[config.mk]
export PLATFORM = sky130hd
export DESIGN_NAME = coin_button_conditioner_flat
export DESIGN_NICKNAME = d
export VERILOG_FILES = /design/src/rtl/vm_pkg.sv /design/src/rtl/coin_button_conditioner_if.sv /design/src/rtl/debounce_cell.sv /design/src/rtl/coin_button_conditioner.sv /design/src/flat_wrapper.sv
export SDC_FILE = /design/constraint.sdc
export NUM_CORES = 1
export LEC_CHECK = 0
export BUFFER_PORTS_ARGS = -buffer_cell sky130_fd_sc_hd__clkbuf_2
export CAP_MARGIN = 15
export CORE_AREA = 2 2 134 162
export DETAILED_ROUTE_END_ITERATION = 12
export DIE_AREA = 0 0 136 164
export GPL_TIMING_DRIVEN = 0
export PLACE_DENSITY = 0.49
export REMOVE_ABC_BUFFERS = 1
export SYNTH_ARGS = -nofsm -noshare
export SYNTH_HDL_FRONTEND = slang
export SYNTH_SLANG_ARGS = --single-unit
[constraint.sdc]
create_clock -name clk -period 6.05 [get_ports clk]
set_input_delay 0.605 -clock clk [delete_from_list [all_inputs] [get_ports clk]]
set_output_delay 0.605 -clock clk [all_outputs]
set_load 0.01 [all_outputs]
[src/rtl/vm_pkg.sv]
// Shared vending-machine package: coin denominations, button indices,
// auto-repeat phase encoding and the price table used by the downstream
// selection/credit FSM.
package vm_pkg;

  localparam int unsigned COIN_VALUE_W = 5;
  localparam int unsigned NUM_COINS    = 4;
  localparam int unsigned BTN_BASE     = NUM_COINS;
  localparam int unsigned NUM_INPUTS   = NUM_COINS + 3;

  localparam logic [COIN_VALUE_W-1:0] COIN_V0 = 5'd1;
  localparam logic [COIN_VALUE_W-1:0] COIN_V1 = 5'd5;
  localparam logic [COIN_VALUE_W-1:0] COIN_V2 = 5'd10;
  localparam logic [COIN_VALUE_W-1:0] COIN_V3 = 5'd20;

  // Item prices in coin units, consumed by the selection/credit FSM.
  localparam logic [7:0] PRICE_ITEM0 = 8'd15;
  localparam logic [7:0] PRICE_ITEM1 = 8'd25;
  localparam logic [7:0] PRICE_ITEM2 = 8'd35;
  localparam logic [7:0] PRICE_ITEM3 = 8'd50;

  typedef enum logic [1:0] {
    BTN_L = 2'd0,
    BTN_R = 2'd1,
    BTN_C = 2'd2
  } btn_e;

  // Auto-repeat phase for a held navigation button.
  typedef enum logic [1:0] {
    REP_IDLE   = 2'd0,
    REP_DELAY  = 2'd1,
    REP_PERIOD = 2'd2
  } rep_state_e;

  function automatic logic [COIN_VALUE_W-1:0] coin_value_of(input logic [1:0] idx);
    logic [COIN_VALUE_W-1:0] v;
    case (idx)
      2'd0:    v = COIN_V0;
      2'd1:    v = COIN_V1;
      2'd2:    v = COIN_V2;
      default: v = COIN_V3;
    endcase
    return v;
  endfunction

endpackage

[src/rtl/coin_button_conditioner_if.sv]
// Raw switch/button inputs and conditioned event outputs of the
// vending-machine input stage. The slave side is the conditioner; the
// master side is whatever drives the raw inputs and consumes the events.
interface coin_button_conditioner_if;
  import vm_pkg::*;

  logic [NUM_COINS-1:0]    switch;
  logic                    L_button;
  logic                    R_button;
  logic                    C_button;
  logic                    coin_valid;
  logic [COIN_VALUE_W-1:0] coin_value;
  logic                    coin_ovf;
  logic                    l_pulse;
  logic                    r_pulse;
  logic                    c_pulse;

  modport master (
    output switch, L_button, R_button, C_button,
    input  coin_valid, coin_value, coin_ovf, l_pulse, r_pulse, c_pulse
  );

  modport slave (
    input  switch, L_button, R_button, C_button,
    output coin_valid, coin_value, coin_ovf, l_pulse, r_pulse, c_pulse
  );

endinterface

[src/rtl/debounce_cell.sv]
// Single-bit 2-flop synchroniser followed by a saturating stability
// counter. The debounced level only flips after DEBOUNCE_CYCLES
// consecutive synchronised samples that disagree with it.
module debounce_cell #(
  parameter int unsigned DEBOUNCE_CYCLES = 20000,
  parameter int unsigned CNT_W           = 15
) (
  input  logic clk,
  input  logic rst,
  input  logic raw,
  output logic level
);

  localparam logic [CNT_W-1:0] CNT_LAST = CNT_W'(DEBOUNCE_CYCLES - 1);

  logic             sync1;
  logic             sync2;
  logic [CNT_W-1:0] cnt;

  // Two-stage synchroniser for the asynchronous raw input.
  always_ff @(posedge clk or posedge rst) begin
    if (rst) begin
      sync1 <= 1'b0;
      sync2 <= 1'b0;
    end else begin
      sync1 <= raw;
      sync2 <= sync1;
    end
  end

  // Stability counter; the level flips on the cycle the count would reach
  // DEBOUNCE_CYCLES, and any agreeing sample restarts the count.
  always_ff @(posedge clk or posedge rst) begin
    if (rst) begin
      cnt   <= '0;
      level <= 1'b0;
    end else if (sync2 == level) begin
      cnt <= '0;
    end else if (cnt == CNT_LAST) begin
      level <= ~level;
      cnt   <= '0;
    end else if (cnt != '1) begin
      cnt <= cnt + 1'b1;
    end
  end

endmodule

[src/rtl/coin_button_conditioner.sv]
// Vending-machine input conditioner: debounces four coin switches and the
// L/R/C buttons, turns debounced rising edges into single-cycle credit and
// navigation events, and serialises simultaneous coins one per cycle.
// Optional auto-repeat of held L/R buttons is enabled by defining
// VM_COND_AUTOREPEAT_EN; the default build emits one pulse per press.
module coin_button_conditioner
  import vm_pkg::*;
#(
  parameter int unsigned DEBOUNCE_CYCLES = 20000,
  parameter int unsigned CNT_W           = 15,
  parameter int unsigned REPEAT_DELAY    = 10000000,
  parameter int unsigned REPEAT_PERIOD   = 4000000
) (
  input  logic                     clk,
  input  logic                     rst,
  coin_button_conditioner_if.slave bus
);

  localparam int unsigned IDX_L = BTN_BASE + int'(BTN_L);
  localparam int unsigned IDX_R = BTN_BASE + int'(BTN_R);
  localparam int unsigned IDX_C = BTN_BASE + int'(BTN_C);

  // An out-of-range parameter set elaborates this marker scope.
  if ((DEBOUNCE_CYCLES < 2) || ((2 ** CNT_W) <= DEBOUNCE_CYCLES) ||
      (REPEAT_DELAY == 0) || (REPEAT_PERIOD == 0)) begin : g_bad_config
  end

  logic [NUM_INPUTS-1:0] raw;
  logic [NUM_INPUTS-1:0] level;
  logic [NUM_INPUTS-1:0] level_q;
  logic [NUM_INPUTS-1:0] rise;

  assign raw = {bus.C_button, bus.R_button, bus.L_button, bus.switch};

  for (genvar i = 0; i < NUM_INPUTS; i++) begin : g_cell
    debounce_cell #(
      .DEBOUNCE_CYCLES(DEBOUNCE_CYCLES),
      .CNT_W          (CNT_W)
    ) u_cell (
      .clk  (clk),
      .rst  (rst),
      .raw  (raw[i]),
      .level(level[i])
    );
  end

  // Previous debounced levels for rising-edge detection.
  always_ff @(posedge clk or posedge rst) begin
    if (rst) level_q <= '0;
    else     level_q <= level;
  end

  assign rise = level & ~level_q;

  // ---------------------------------------------------------------- coins
  logic [NUM_COINS-1:0]    pending;
  logic [NUM_COINS-1:0]    pending_next;
  logic [NUM_COINS-1:0]    emit;
  logic [COIN_VALUE_W-1:0] emit_value;
  logic                    ovf_next;
  logic                    coin_valid_q;
  logic [COIN_VALUE_W-1:0] coin_value_q;
  logic                    coin_ovf_q;

  // Pick the highest pending coin, merge new rises, flag lost duplicates.
  always_comb begin
    emit       = '0;
    emit_value = '0;
    for (int unsigned i = 0; i < NUM_COINS; i++) begin
      if (pending[i]) begin
        emit       = '0;
        emit[i]    = 1'b1;
        emit_value = coin_value_of(2'(i));
      end
    end
    pending_next = (pending & ~emit) | rise[NUM_COINS-1:0];
    ovf_next     = |(rise[NUM_COINS-1:0] & pending & ~emit);
  end

  // Pending set and registered coin outputs.
  always_ff @(posedge clk or posedge rst) begin
    if (rst) begin
      pending      <= '0;
      coin_valid_q <= 1'b0;
      coin_value_q <= '0;
      coin_ovf_q   <= 1'b0;
    end else begin
      pending      <= pending_next;
      coin_valid_q <= |emit;
      coin_value_q <= emit_value;
      coin_ovf_q   <= ovf_next;
    end
  end

  // -------------------------------------------------------------- buttons
  logic       evt_l;
  logic       evt_r;
  logic       evt_c;
  logic [1:0] rep;
  logic [2:0] evt_q;
  logic [2:0] pulse_q;

  // A rise on L/R is dropped if the opposite button is already high; a
  // simultaneous L+R rise sets both levels, so it cancels both sides too.
  assign evt_l = rise[IDX_L] & ~level[IDX_R];
  assign evt_r = rise[IDX_R] & ~level[IDX_L];
  assign evt_c = rise[IDX_C];

`ifdef VM_COND_AUTOREPEAT_EN
  localparam int unsigned REP_MAX = (REPEAT_DELAY > REPEAT_PERIOD) ? REPEAT_DELAY : REPEAT_PERIOD;
  localparam int unsigned REP_W   = $clog2(REP_MAX + 1);

  logic [1:0] start;
  logic [1:0] held;

  assign start = {evt_r, evt_l};
  assign held  = {level[IDX_R] & ~level[IDX_L], level[IDX_L] & ~level[IDX_R]};

  for (genvar b = 0; b < 2; b++) begin : g_rep
    rep_state_e       state;
    rep_state_e       state_nx;
    logic [REP_W-1:0] cnt;
    logic [REP_W-1:0] cnt_nx;
    logic             fire;

    // Repeat phase and cycle counter for one navigation button.
    always_ff @(posedge clk or posedge rst) begin
      if (rst) begin
        state <= REP_IDLE;
        cnt   <= '0;
      end else begin
        state <= state_nx;
        cnt   <= cnt_nx;
      end
    end

    // Count from the accepted press; fire after the delay, then per period.
    always_comb begin
      state_nx = state;
      cnt_nx   = cnt;
      fire     = 1'b0;
      case (state)
        REP_IDLE: begin
          if (start[b]) begin
            state_nx = REP_DELAY;
            cnt_nx   = REP_W'(1);
          end
        end
        REP_DELAY: begin
          if (!held[b]) begin
            state_nx = REP_IDLE;
            cnt_nx   = '0;
          end else if (cnt == REP_W'(REPEAT_DELAY)) begin
            fire     = 1'b1;
            state_nx = REP_PERIOD;
            cnt_nx   = REP_W'(1);
          end else begin
            cnt_nx = cnt + 1'b1;
          end
        end
        REP_PERIOD: begin
          if (!held[b]) begin
            state_nx = REP_IDLE;
            cnt_nx   = '0;
          end else if (cnt == REP_W'(REPEAT_PERIOD)) begin
            fire   = 1'b1;
            cnt_nx = REP_W'(1);
          end else begin
            cnt_nx = cnt + 1'b1;
          end
        end
        default: begin
          state_nx = REP_IDLE;
          cnt_nx   = '0;
        end
      endcase
    end

    assign rep[b] = fire;
  end
`else
  assign rep = '0;
`endif

  // Two register stages so button events line up with the coin path.
  always_ff @(posedge clk or posedge rst) begin
    if (rst) begin
      evt_q   <= '0;
      pulse_q <= '0;
    end else begin
      evt_q   <= {evt_c, evt_r | rep[1], evt_l | rep[0]};
      pulse_q <= evt_q;
    end
  end

  assign bus.coin_valid = coin_valid_q;
  assign bus.coin_value = coin_value_q;
  assign bus.coin_ovf   = coin_ovf_q;
  assign bus.l_pulse    = pulse_q[0];
  assign bus.r_pulse    = pulse_q[1];
  assign bus.c_pulse    = pulse_q[2];

endmodule

[src/flat_wrapper.sv]
// flat-port wrapper written by rule: the top's interface ports become plain ports
module coin_button_conditioner_flat import vm_pkg::*;
#(
  parameter int unsigned DEBOUNCE_CYCLES = 20000,
  parameter int unsigned CNT_W           = 15,
  parameter int unsigned REPEAT_DELAY    = 10000000,
  parameter int unsigned REPEAT_PERIOD   = 4000000
)
  (clk, rst, bus_switch, bus_L_button, bus_R_button, bus_C_button, bus_coin_valid, bus_coin_value, bus_coin_ovf, bus_l_pulse, bus_r_pulse, bus_c_pulse);
  coin_button_conditioner_if bus_i ();
  input  logic clk;
  input  logic rst;
  input wire logic [$bits(bus_i.switch)-1:0] bus_switch;
  input wire logic [$bits(bus_i.L_button)-1:0] bus_L_button;
  input wire logic [$bits(bus_i.R_button)-1:0] bus_R_button;
  input wire logic [$bits(bus_i.C_button)-1:0] bus_C_button;
  output wire logic [$bits(bus_i.coin_valid)-1:0] bus_coin_valid;
  output wire logic [$bits(bus_i.coin_value)-1:0] bus_coin_value;
  output wire logic [$bits(bus_i.coin_ovf)-1:0] bus_coin_ovf;
  output wire logic [$bits(bus_i.l_pulse)-1:0] bus_l_pulse;
  output wire logic [$bits(bus_i.r_pulse)-1:0] bus_r_pulse;
  output wire logic [$bits(bus_i.c_pulse)-1:0] bus_c_pulse;
  assign bus_i.switch = bus_switch;
  assign bus_i.L_button = bus_L_button;
  assign bus_i.R_button = bus_R_button;
  assign bus_i.C_button = bus_C_button;
  assign bus_coin_valid = bus_i.coin_valid;
  assign bus_coin_value = bus_i.coin_value;
  assign bus_coin_ovf = bus_i.coin_ovf;
  assign bus_l_pulse = bus_i.l_pulse;
  assign bus_r_pulse = bus_i.r_pulse;
  assign bus_c_pulse = bus_i.c_pulse;
  coin_button_conditioner #(.DEBOUNCE_CYCLES(DEBOUNCE_CYCLES), .CNT_W(CNT_W), .REPEAT_DELAY(REPEAT_DELAY), .REPEAT_PERIOD(REPEAT_PERIOD)) u_core (.clk(clk), .rst(rst), .bus(bus_i));
endmodule
**After elaboration in Yosys (flattened, before gate mapping)**

Cells that the tools add are included.

- Bits in registers: 150
- Input bits: 9
- Output and inout port bits: 10

- $add $sub $neg: 7
- Eq/ne operators: 21
- Mux-type cells: 29
- Bitwise gates (word level): 23
- Reduce and logical (&&, ||, !) cells: 16

Operator list:

| cell | count |
|---|---|
| $mux 15 | 21 |
| $add 15x1->15 const B | 7 |
| $eq 15x15->1 const B | 7 |
| $ne 15x15->1 const B | 7 |
| $reduce_bool 3->1 | 7 |
| $mux 5 | 3 |
| $not 1->1 | 14 |
| $reduce_and 2->1 | 7 |
| $and 4x4->4 | 3 |
| $mux 4 | 3 |
| $reduce_or 4->1 | 2 |
| $and 7x7->7 | 1 |
| $eq 1x1->1 | 7 |
| $not 7->7 | 1 |
| $not 4->4 | 1 |
| $or 4x4->4 | 1 |
| $and 1x1->1 | 2 |
| $mux 1 | 2 |

**Depth between registers and ports, before layout**

Gate-level depths: netlist of run 1.

- Word-level depth: 7
- Depth in mapped cells: 7
- Depth with buffers taken out: 5

**By module**

A second synthesis of run 1 with hierarchy kept.

- Cell total of the unflattened synthesis: 705
- Area total of the unflattened synthesis: 7309.5 sq um

By module, submodules not included:

| module | times used | cells each | area each (sq um) |
|---|---|---|---|
| debounce_cell | 7 | 94 | 943.4 |
| coin_button_conditioner | 1 | 47 | 705.7 |

**Worst setup path before layout of run 1**

No wires, ideal clock.

- Path type: reg2reg
- Start: reg u_core.g_cell[4].u_cell.cnt[5]
- End: reg u_core.g_cell[4].u_cell.level
- Library setup time: 0.125 ns
- Data arrival time: 1.734 ns
- Required time: 5.925 ns
- Slack: 4.191 ns
- Stages on the path, launching flop included: 5
- Path buffers: 1
- Clock period less this slack: 1.859 ns
- Cell sequence: dfrtp_1 > clkbuf_1 > or4b_1 > nor4_1 > mux2_2

- Cells in the longest elaborated chain, start to end: 2

RTL lines:

| element | RTL line | source |
|---|---|---|
| start, declared | debounce_cell.sv:18 | `logic [CNT_W-1:0] cnt;` |
| start signal, assigned | debounce_cell.sv:43 | `cnt <= cnt + 1'b1;` |
| $eq 15x15->1 | debounce_cell.sv:39 | `end else if (cnt == CNT_LAST) begin` |
| $reduce_and 2->1 (no source line) | -- |  |
| end signal, assigned | debounce_cell.sv:40 | `level <= ~level;` |
| end, declared | debounce_cell.sv:11 | `output logic level` |

Every way passes these cells.
A chain may end at the register's enable or synchronous reset.

**Final worst setup path of run 1**

- Start: reg u_core.g_cell[4].u_cell.cnt[0]
- End: reg u_core.g_cell[4].u_cell.cnt[12]

- Cells in the longest elaborated chain, start to end: 4

RTL lines:

| element | RTL line | source |
|---|---|---|
| $add 15x1->15 | debounce_cell.sv:43 |  |
| $mux 15 | debounce_cell.sv:42 | `end else if (cnt != '1) begin` |
| $mux 15 | debounce_cell.sv:39 |  |
| $mux 15 | debounce_cell.sv:37 | `end else if (sync2 == level) begin` |

Parallel ways exist; a longest one is shown, timed or not. The select of a mux whose other input is x is not followed.

==> metrics.txt, run 1 <==
worst-case clock skew=8.43 ps; critical path peak fanout=8; vias in the first global route=5350; DIE AREA=22300 µm²; Final #Nets=740; Pwr Density=264 nW/µm²; final setup vio count=0; Die W=roughly 140 µm; Hold Crit Class=primary input to async pin; Synth Area in Compound Gates=0.129; status=completed; Final Cell Area=between 8000 and 9000 µm²; clk root buf=clkbuf_16; Synth area leaders=dfrtp_1, a21oi_1, nor2_1; HPWL Detailed=9460 µm; H-tree levels=4; switching portion of total power=0.213; Worst Setup Start Kind=register; share of layout cells above drive strength 1=0.110; prevailing post-synth register cell=dfrtp_1; Netlist Area Pre-Place=7110 µm²; iteration count of the initial detailed-routing pass=4; combinational family with the most area after synthesis=simple AND/OR/NAND/NOR gates; routed vias=5557; Reg clk slew, reported paths=around 60 ps; WL/cell=14.1 µm; synthesized instance count=698; Final Power=2.14 mW; RSZ-0062 raised after global routing=false; initial core utilization=0.343; Worst-Skew Late Latency=420 ps; P&R area growth vs syn=14.0%; clock sinks=149; post-cts sizing count=0; clock share of power=0.488; Routed Antenna Nets=0; DRC Markers=0; pin count of the biggest net entering global routing=77; TNS Setup=0 ps; Tcrit/Tclk final=0.407; initial antenna violation count=0; NetSw=0.456 mW; FFs w/ async S/R, synth=1.00; Max Cap Viol=0; Unique masters post-synth=62; diode count=0; Starting DRT DRC Count=258; Pleak=approximately 3.4 nW; post-synthesis mux area share=0.0285; Synth top area share=0.524; Yosys top cell by area=dfrtp_1; TritonCTS clock tree=yes; CP endpoint kind=register; simple-gate portion of the synthesized area=0.262; post-synthesis sequential area ratio=0.524; GRT Total Usage=0.137; first-pass GRT wire length=24900 µm; Sequential Power Share=0.481; Final Critical Period=2460 ps; combinational power share=0.030; gr ovfl total=0; I/O Pins=19; Hold Fails Final Rpt=0; setup repair bufs after CTS=0; Synth Warn #=0; Slew @ Worst Pin=~1100 ps; adder-cell share of the synthesized area=0.0123; clock buffer depth=2; Placed Cells=974; number of buffers created by CTS=17; EDFF count, synth=0; Crit path required time=approximately 6300 ps; Int Pwr=1.68 mW; Hold-fix buffers, CTS=0; hold_ws=283 ps; Placeable Area=20800 µm²; Placed Area=roughly 7500 µm²; global placer's final weighted congestion=0.773; synthesized flop and latch total=about 150; Via density=5.53; Max Freq=approximately 410 MHz; Peak VDD IR=175 µV; row cnt=58; I/O Buffers=18; Slew Limit Fails=0; Routed WL=roughly 14000 µm; most common cell in the netlist=dfrtp_1; CP Data Arrival Time=around 2800 ps; Die Height=164 µm; critical path class=register to register; Final Non-Filler Cells=1005; Commonest cells post-synth=dfrtp_1, nor2_1, a21oi_1; Avg Cell Area, Syn=around 10 µm²; XOR/XNOR Fraction of Synth Area=0.0246; Max-slew headroom=0.292
[cell type report]
cell class	instances	area (µm²)
sequential	149	3730
tap	270	338
timing repair buffer	22	141
fill	2093	12600
clock inverter	11	134
clock buffer	19	443
inverter	16	65.1
multi-input combinational	518	3260
[layout by cell type, fill, tap and decap left out, drive strengths merged, types with 18 or more instances in the layout]
master / synthesis / final
o31ai: 18 / 18
nand4: 28 / 28
clkbuf: 5 / 38
or3: 27 / 27
nor2: 61 / 61
or4: 20 / 20
and3: 22 / 22
o21ai: 30 / 30
nand3: 40 / 40
a21oi: 53 / 53
dfrtp: 149 / 149
nor3: 36 / 36
nand2: 39 / 39
[flip-flops by register name (all words and copies together) (netlist names)]
name and count:
u_core.bus.coin_valid 1, u_core.pending 4, u_core.pulse_q 3, u_core.bus.coin_value 4, u_core.g_cell.u_cell.sync1 7, u_core.evt_q 3, u_core.bus.coin_ovf 1, u_core.g_cell.u_cell.level 7
u_core.g_cell.u_cell.cnt 105, u_core.g_cell.u_cell.sync2 7, u_core.level_q 7
[through the flow]
stage,setup WS [ps],utilization
2_1_floorplan,1440,-
3_3_place_gp,-362,0.360
3_5_place_dp,3490,0.363
4_1_cts,3470,0.390
5_1_grt,3380,0.391
6_report,3590,0.391
[metal layers]
layer	vias up	global-route usage	wire length, µm
li1	2700	-	-
met1	2763	0.169	6500
met2	74	0.231	7100
met3	20	0.0293	347
met4	0	0.0601	214
met5	-	0	0
[power groups by stage]
stage / clock (mW) / sequential (mW) / combinational, mW
after floorplan: 0 / 1.04 / 0.0461
after global placement: 0 / 1.05 / 0.0617
after detailed placement: 0 / 1.05 / 0.0676
after CTS: 1.08 / 1.03 / 0.0681
after global routing: 1.13 / 1.03 / 0.0770
final: 1.04 / 1.03 / 0.0648
[kinds of logic (layout without fill, tap and decap cells)]
family,after synthesis,count (layout)
XOR/XNOR,20,20
adder cells (fa/ha/maj),7,7
flip-flops,149,149
AND/OR/NAND/NOR,326,326
AO/OA/AOI/OAI,146,146
buffers and inverters,31,68
multiplexers,19,19
[worst max-delay path, stage by stage (launching register included)]
cell	delay, ps
dfrtp_1	400
ha_1	270
nand4_1	300
o41ai_2	850
clkbuf_2	300
o21bai_1	140
a31oi_1	60
[final timing paths]
kind / start / to / slack (ps) / cells after the start
min in group clk: bus_switch[3] / u_core.g_cell[3].u_cell.sync1 / 290 / 1
max reg2reg: u_core.g_cell[4].u_cell.cnt[0] / u_core.g_cell[4].u_cell.cnt[12] / 3590 / 6
max: u_core.g_cell[4].u_cell.cnt[0] / u_core.g_cell[4].u_cell.cnt[12] / 3590 / 6
max in group asynchronous: rst / u_core.g_cell[5].u_cell.sync1 / 4960 / 3
min: rst / u_core.g_cell[0].u_cell.cnt[10] / 280 / 2
min reg2reg: u_core.g_cell[5].u_cell.sync1 / u_core.g_cell[5].u_cell.sync2 / 350 / 0
(Power assumes the default switching activity.)
==> run 2: changes to the inputs <==
Settings changed: PLACE_DENSITY 0.49 to 0.51.
Clock period 6.05 ns to 2.2 ns, I/O delays scaled along.
==> metrics.txt, run 2 (same netlist as run 1, synthesis figures left out) <==
switching portion of total power=0.224 (+0.0112); Die Height=164 µm (unchanged); clk root buf=clkbuf_16; Int Pwr=4.54 mW (+170%); Tcrit/Tclk final=0.906 (+0.499); Slew Limit Fails=0 (unchanged); RSZ-0062 raised after global routing=false; clock sinks=149 (unchanged); share of layout cells above drive strength 1=0.121 (+0.0111); commonest non-fill, non-tap cell in the layout=dfrtp_1; routed vias=5597 (+0.72%); HPWL Detailed=9390 µm (-0.78%); CP endpoint kind=register; max reg flops=105 (unchanged); Worst Setup Start Kind=register; gr ovfl total=0 (unchanged); WL/cell=14.0 µm (-0.74%); DRC Markers=0 (unchanged); commonest non-fill, non-tap cells in the layout=dfrtp_1, nor2_1, a21oi_1, nand3_1, nand2_1; Sequential Power Share=0.484 (+0.003); Placed Cells=974 (unchanged); critical path peak fanout=10 (+2); Placeable Area=20800 µm² (unchanged); P&R area growth vs syn=16.6%; initial core utilization=0.343 (unchanged); diode count=0 (unchanged); clock buffer depth=2 (unchanged); worst-case clock skew=10.3 ps (+1.84 ps); Hold Fails Final Rpt=0 (unchanged); Routed Antenna Nets=0 (unchanged); CP Data Arrival Time=2290 ps (-460 ps); Max-slew headroom=0.505 (+0.213); Die W=136 µm (unchanged); final setup vio count=0 (unchanged); Final #Nets=754 (+1.9%); Slew @ Worst Pin=736 ps (-317 ps); iteration count of the initial detailed-routing pass=5 (+1); number of buffers created by CTS=17 (unchanged); pin count of the biggest net entering global routing=78 (+1.3%); clock share of power=0.483 (-0.005); Reg with most FFs=u_core.g_cell.u_cell.cnt; TNS Setup=0 ps (unchanged); Routed WL=14300 µm (+0.74%); Hold Crit Class=register to register; Final Non-Filler Cells=1020 (+1.5%); I/O Buffers=18 (unchanged); combinational power share=0.033 (+0.003); Crit path required time=2490 ps (-3850 ps); Max Cap Viol=0 (unchanged); global placer's final weighted congestion=0.787 (+1.8%); Worst-Skew Late Latency=420 ps (about the same); initial antenna violation count=0 (unchanged); status=completed; critical path class=register to register; Reg clk slew, reported paths=60 ps (about the same); Pwr Density=706 nW/µm² (+170%); DIE AREA=22300 µm² (unchanged); I/O Pins=19 (unchanged); first-pass GRT wire length=25100 µm (+1.0%); Pleak=3.50 nW (+3.9%); Max Freq=502 MHz (+24%); TritonCTS clock tree=yes; Via density=5.49 (-0.76%); Starting DRT DRC Count=226 (-12%); row cnt=58 (unchanged); GRT Total Usage=0.138 (+0.000729); Final Critical Period=1990 ps (-469 ps); Peak VDD IR=478 µV (+170%); NetSw=1.31 mW (+190%); vias in the first global route=5550 (+3.7%); H-tree levels=4 (unchanged)
## run 2: final timing paths
check	from	to	slack (ps)	cells past startpoint
min in group asynchronous	rst	u_core.g_cell[0].u_cell.sync1	440	3
max	u_core.g_cell[3].u_cell.cnt[0]	u_core.g_cell[3].u_cell.cnt[8]	210	5
min	u_core.evt_q[1]	u_core.pulse_q[1]	350	0
max in group asynchronous	rst	u_core.g_cell[4].u_cell.sync1	950	4
max reg2reg	u_core.g_cell[3].u_cell.cnt[0]	u_core.g_cell[3].u_cell.cnt[8]	210	5
min reg2reg	u_core.evt_q[1]	u_core.pulse_q[1]	350	0
## run 2: cell type report
cell class                      instances  area, µm²
Fill cell                            2064      12500
Inverter                               16       65.1
Clock inverter                         13        134
Clock buffer                           18        439
Sequential cell                       149       3730
Tap cell                              270        338
Multi-Input combinational cell        518       3310
Timing Repair Buffer                   36        278
## run 2: routing by layer
layer	vias up	share of wire	global-route usage	wire length, µm
li1	2741	-	-	-
met1	2758	0.46	0.163	6530
met2	78	0.49	0.239	7060
met3	20	0.028	0.0327	406
met4	0	0.019	0.0559	271
met5	-	0	0	0
## run 2: what timing repair did
action / CTS / global route
endpoints found under the hold margin: 79 / 0
buffers inserted: 0 / 7
setup endpoints to repair: 33 / 46
gates resized for setup: 4 / 3
pin swaps: 2 / 4
hold buffers: 8 / 0
## run 2: per-stage QoR
step	instance area, µm²	worst slack (ps)	hold slack, ps	util	total power, mW
2_1_floorplan	7040	-2030	251	-	3.00
3_3_place_gp	7460	-3760	330	0.360	3.05
3_5_place_dp	7520	-331	330	0.362	3.07
4_1_cts	8210	4.80	348	0.395	5.95
5_1_grt	8290	17.4	356	0.400	6.10
6_report	8290	206	346	0.400	5.85
## run 2: power by group through the flow
| stage | Combinational [mW] | Sequential (mW) | Clock, mW |
|---|---|---|---|
| after CTS | 0.197 | 2.83 | 2.92 |
| after floorplan | 0.127 | 2.87 | 0 |
| final | 0.192 | 2.83 | 2.83 |
| after detailed placement | 0.184 | 2.88 | 0 |
| after global placement | 0.168 | 2.88 | 0 |
| after global routing | 0.228 | 2.84 | 3.04 |
## run 2: critical path, cell delays in order (launching register included)
cell and delay, ps:
dfrtp_1 380, ha_1 250, nand4_2 300, o31ai_2 590, buf_4 270, a211oi_1 60
==> run 3: changes to the inputs <==
Settings changed: ABC_AREA from default to 1, CORE_AREA 2 2 134 162 to 2 2 141 171, DIE_AREA 0 0 136 164 to 0 0 143 173.
==> metrics.txt, run 3 <==
DIE AREA=24700 µm² (+11%); area of the multi-input gates=3730 µm² (+13%); most common cell in the netlist=nand2_1; Hold Crit Class=register to register; RSZ-0062 raised after global routing=false; Slew Limit Fails=0 (unchanged); commonest non-fill, non-tap cells in the layout=nand2_1, dfrtp_1, nor2_1, nand3_1, inv_1; filler instances=2383 (+15%); CP delay by family, top=XOR/XNOR gates; hold_ws=349 ps (+2.40 ps); WL/cell=12.0 µm (-14%); Final WS setup=265 ps (+58.4 ps); Worst Setup Start Kind=register; Tcrit/Tclk final=0.880 (-0.0265); Hold Fails Final Rpt=0 (unchanged); Final #Nets=1106 (+47%); Via density=4.68 (-15%); P&R area growth vs syn=14.3%; number of buffers created by CTS=17 (unchanged); final core occ=0.397 (-0.00232); Yosys top cell by area=dfrtp_1; final setup vio count=0 (unchanged); post-synthesis sequential area ratio=0.467 (-0.0573); share of layout cells above drive strength 1=0.102 (-0.0198); DRC Markers=0 (unchanged); FF/Latch Area=3730 µm² (about the same); Netlist Area Pre-Place=7990 µm² (+12%); Crit path buffers/inverters=1 (unchanged); H-tree levels=4 (unchanged); critical path peak fanout=12 (+2); Pleak=4.42 nW (+26%); vias in the first global route=6397 (+15%); first-pass GRT wire length=30000 µm (+20%); Peak VDD IR=477 µV (-0.19%); commonest non-fill, non-tap cell in the layout=nand2_1; Pwr Density=668 nW/µm² (-5.3%); stages on the worst setup path=5 (unchanged); TNS Setup=0 ps (unchanged); CP endpoint kind=register; Synth top area share=0.467 (-0.0573); Synth area leaders=dfrtp_1, nand2_1, nand3_1; EDFF count, synth=0 (unchanged); diode count=0 (unchanged); critical path class=register to register; Placeable Area=23000 µm² (+11%); setup repair bufs after CTS=0 (unchanged); Reg with most FFs=u_core.g_cell.u_cell.cnt; worst-case clock skew=19.8 ps (+9.50 ps); Synth Warn #=0 (unchanged); synthesized instance count=1057 (+51%); Commonest cells post-synth=nand2_1, dfrtp_1, nor2_1; Die W=143 µm (+5.1%); global placer's final weighted congestion=0.807 (+2.5%); Final Critical Period=1940 ps (-58.4 ps); row cnt=61 (+5.2%); FF-to-FF Start=u_core.g_cell[5].u_cell.level; Crit path required time=2560 ps (+70 ps); Reg clk slew, reported paths=60 ps (about the same); gr ovfl total=0 (unchanged); crit-path cells=xor2_1 > nand2_2 > inv_2 > nand2_2 > nand2_1; Hold Path Stages=0 (unchanged); Final Non-Filler Cells=1418 (+39%); HPWL Detailed=11900 µm (+27%); Max-slew headroom=0.300 (-0.205); Max Freq=517 MHz (+3.0%); FFs w/ async S/R, synth=1.00 (unchanged); Unique masters post-synth=36 (-42%); initial antenna violation count=0 (unchanged); synthesized flop and latch total=149 (unchanged); Die Height=173 µm (+5.5%); TritonCTS clock tree=yes; Worst path slowest cell=xor2_1; Placed Cells=1376 (+41%); CP Data Arrival Time=2300 ps (about the same); I/O Pins=19 (unchanged); clock sinks=149 (unchanged); routed vias=6641 (+19%); clock buffer depth=2 (unchanged); GRT Total Usage=0.147 (+0.00947); initial core utilization=0.348 (+0.00492); CP max stage delay=850 ps (+260 ps); Starting DRT DRC Count=305 (+35%); Hold Path End=u_core.g_cell[4].u_cell.sync2; Max Cap Viol=0 (unchanged); Routed Antenna Nets=0 (unchanged); HP Start=u_core.g_cell[4].u_cell.sync1; prevailing post-synth register cell=dfrtp_1; Routed WL=17100 µm (+20%); iteration count of the initial detailed-routing pass=5 (unchanged); flop2flop setup slack=260 ps (+60 ps); Slew @ Worst Pin=1050 ps (+310 ps); R2R Path End=u_core.g_cell[5].u_cell.cnt[13]; dpl ws=118 ps (+449 ps); Avg Cell Area, Syn=7.56 µm² (-26%); Worst-Skew Late Latency=430 ps (about the same); r2r worst-path depth=5 (unchanged); status=completed; I/O Buffers=18 (unchanged); max reg flops=105 (unchanged); pin count of the biggest net entering global routing=76 (-2.6%); clk root buf=clkbuf_16; Crit path top cell by count=nand2_2
[run 3: routing by layer]
metal,global-route usage,routed length (µm)
met2,0.240,8170
met3,0.0260,307
met5,0,0
met4,0.0466,178
met1,0.198,8420
[run 3: what timing repair did]
item,4_1_cts,5_1_grt
gates resized for setup,0,2
setup endpoints to repair,0,12
hold endpoints to repair,81,0
hold buffers,8,0
[run 3: how the worst max path moves through the flow]
stage / start / to
final: u_core.g_cell[5].u_cell.level / u_core.g_cell[5].u_cell.cnt[13]
after global routing: u_core.g_cell[3].u_cell.cnt[0] / u_core.g_cell[3].u_cell.cnt[3]
after CTS: u_core.g_cell[0].u_cell.level / u_core.g_cell[0].u_cell.cnt[2]
after detailed placement: u_core.g_cell[0].u_cell.level / u_core.g_cell[0].u_cell.cnt[2]
after global placement: rst / u_core.g_cell[1].u_cell.cnt[9]
after floorplan: rst / u_core.bus.coin_ovf
[run 3: logic make-up (layout without fill, tap and decap cells)]
logic type                 after synthesis  in the layout  share of synthesized area
DFF                                    149            149                      0.467
AOI/OAI and AO/OA                       39             39                     0.0296
buffers and inverters                  132            178                     0.0675
xor gates and xnor gates                20             20                     0.0262
and+or+nand+nor                        710            710                      0.399
adders and majority gates                7              7                     0.0110
[run 3: power by group]
part | internal, mW | switching, mW | leakage, nW | total [mW]
Clock | 1.82 | 1.25 | 0.290 | 3.07
Sequential | 2.78 | 0.0426 | 2.03 | 2.83
Combinational | 0.0636 | 0.139 | 2.10 | 0.203
[run 3: through the flow]
stage          instance area, µm²  power [mW]
6_report                     9130        6.10
3_3_place_gp                 8370        3.07
4_1_cts                      9100        6.20
2_1_floorplan                7890        3.00
5_1_grt                      9130        6.37
3_5_place_dp                 8400        3.07
[run 3: worst register-to-register path: stages, from the launching register on]
cell	delay [ps]
dfrtp_1	430
xor2_1	850
nand2_2	220
inv_2	110
nand2_2	150
nand2_1	110
[run 3: area by class of cell]
type	instances	share of cell area
clock buffers	17	0.0466
clock inverters	15	0.0211
flip-flops and latches	149	0.408
multi-input cells	776	0.409
inverters	117	0.0487
repair buffers	29	0.0233
well taps	315	0.0432
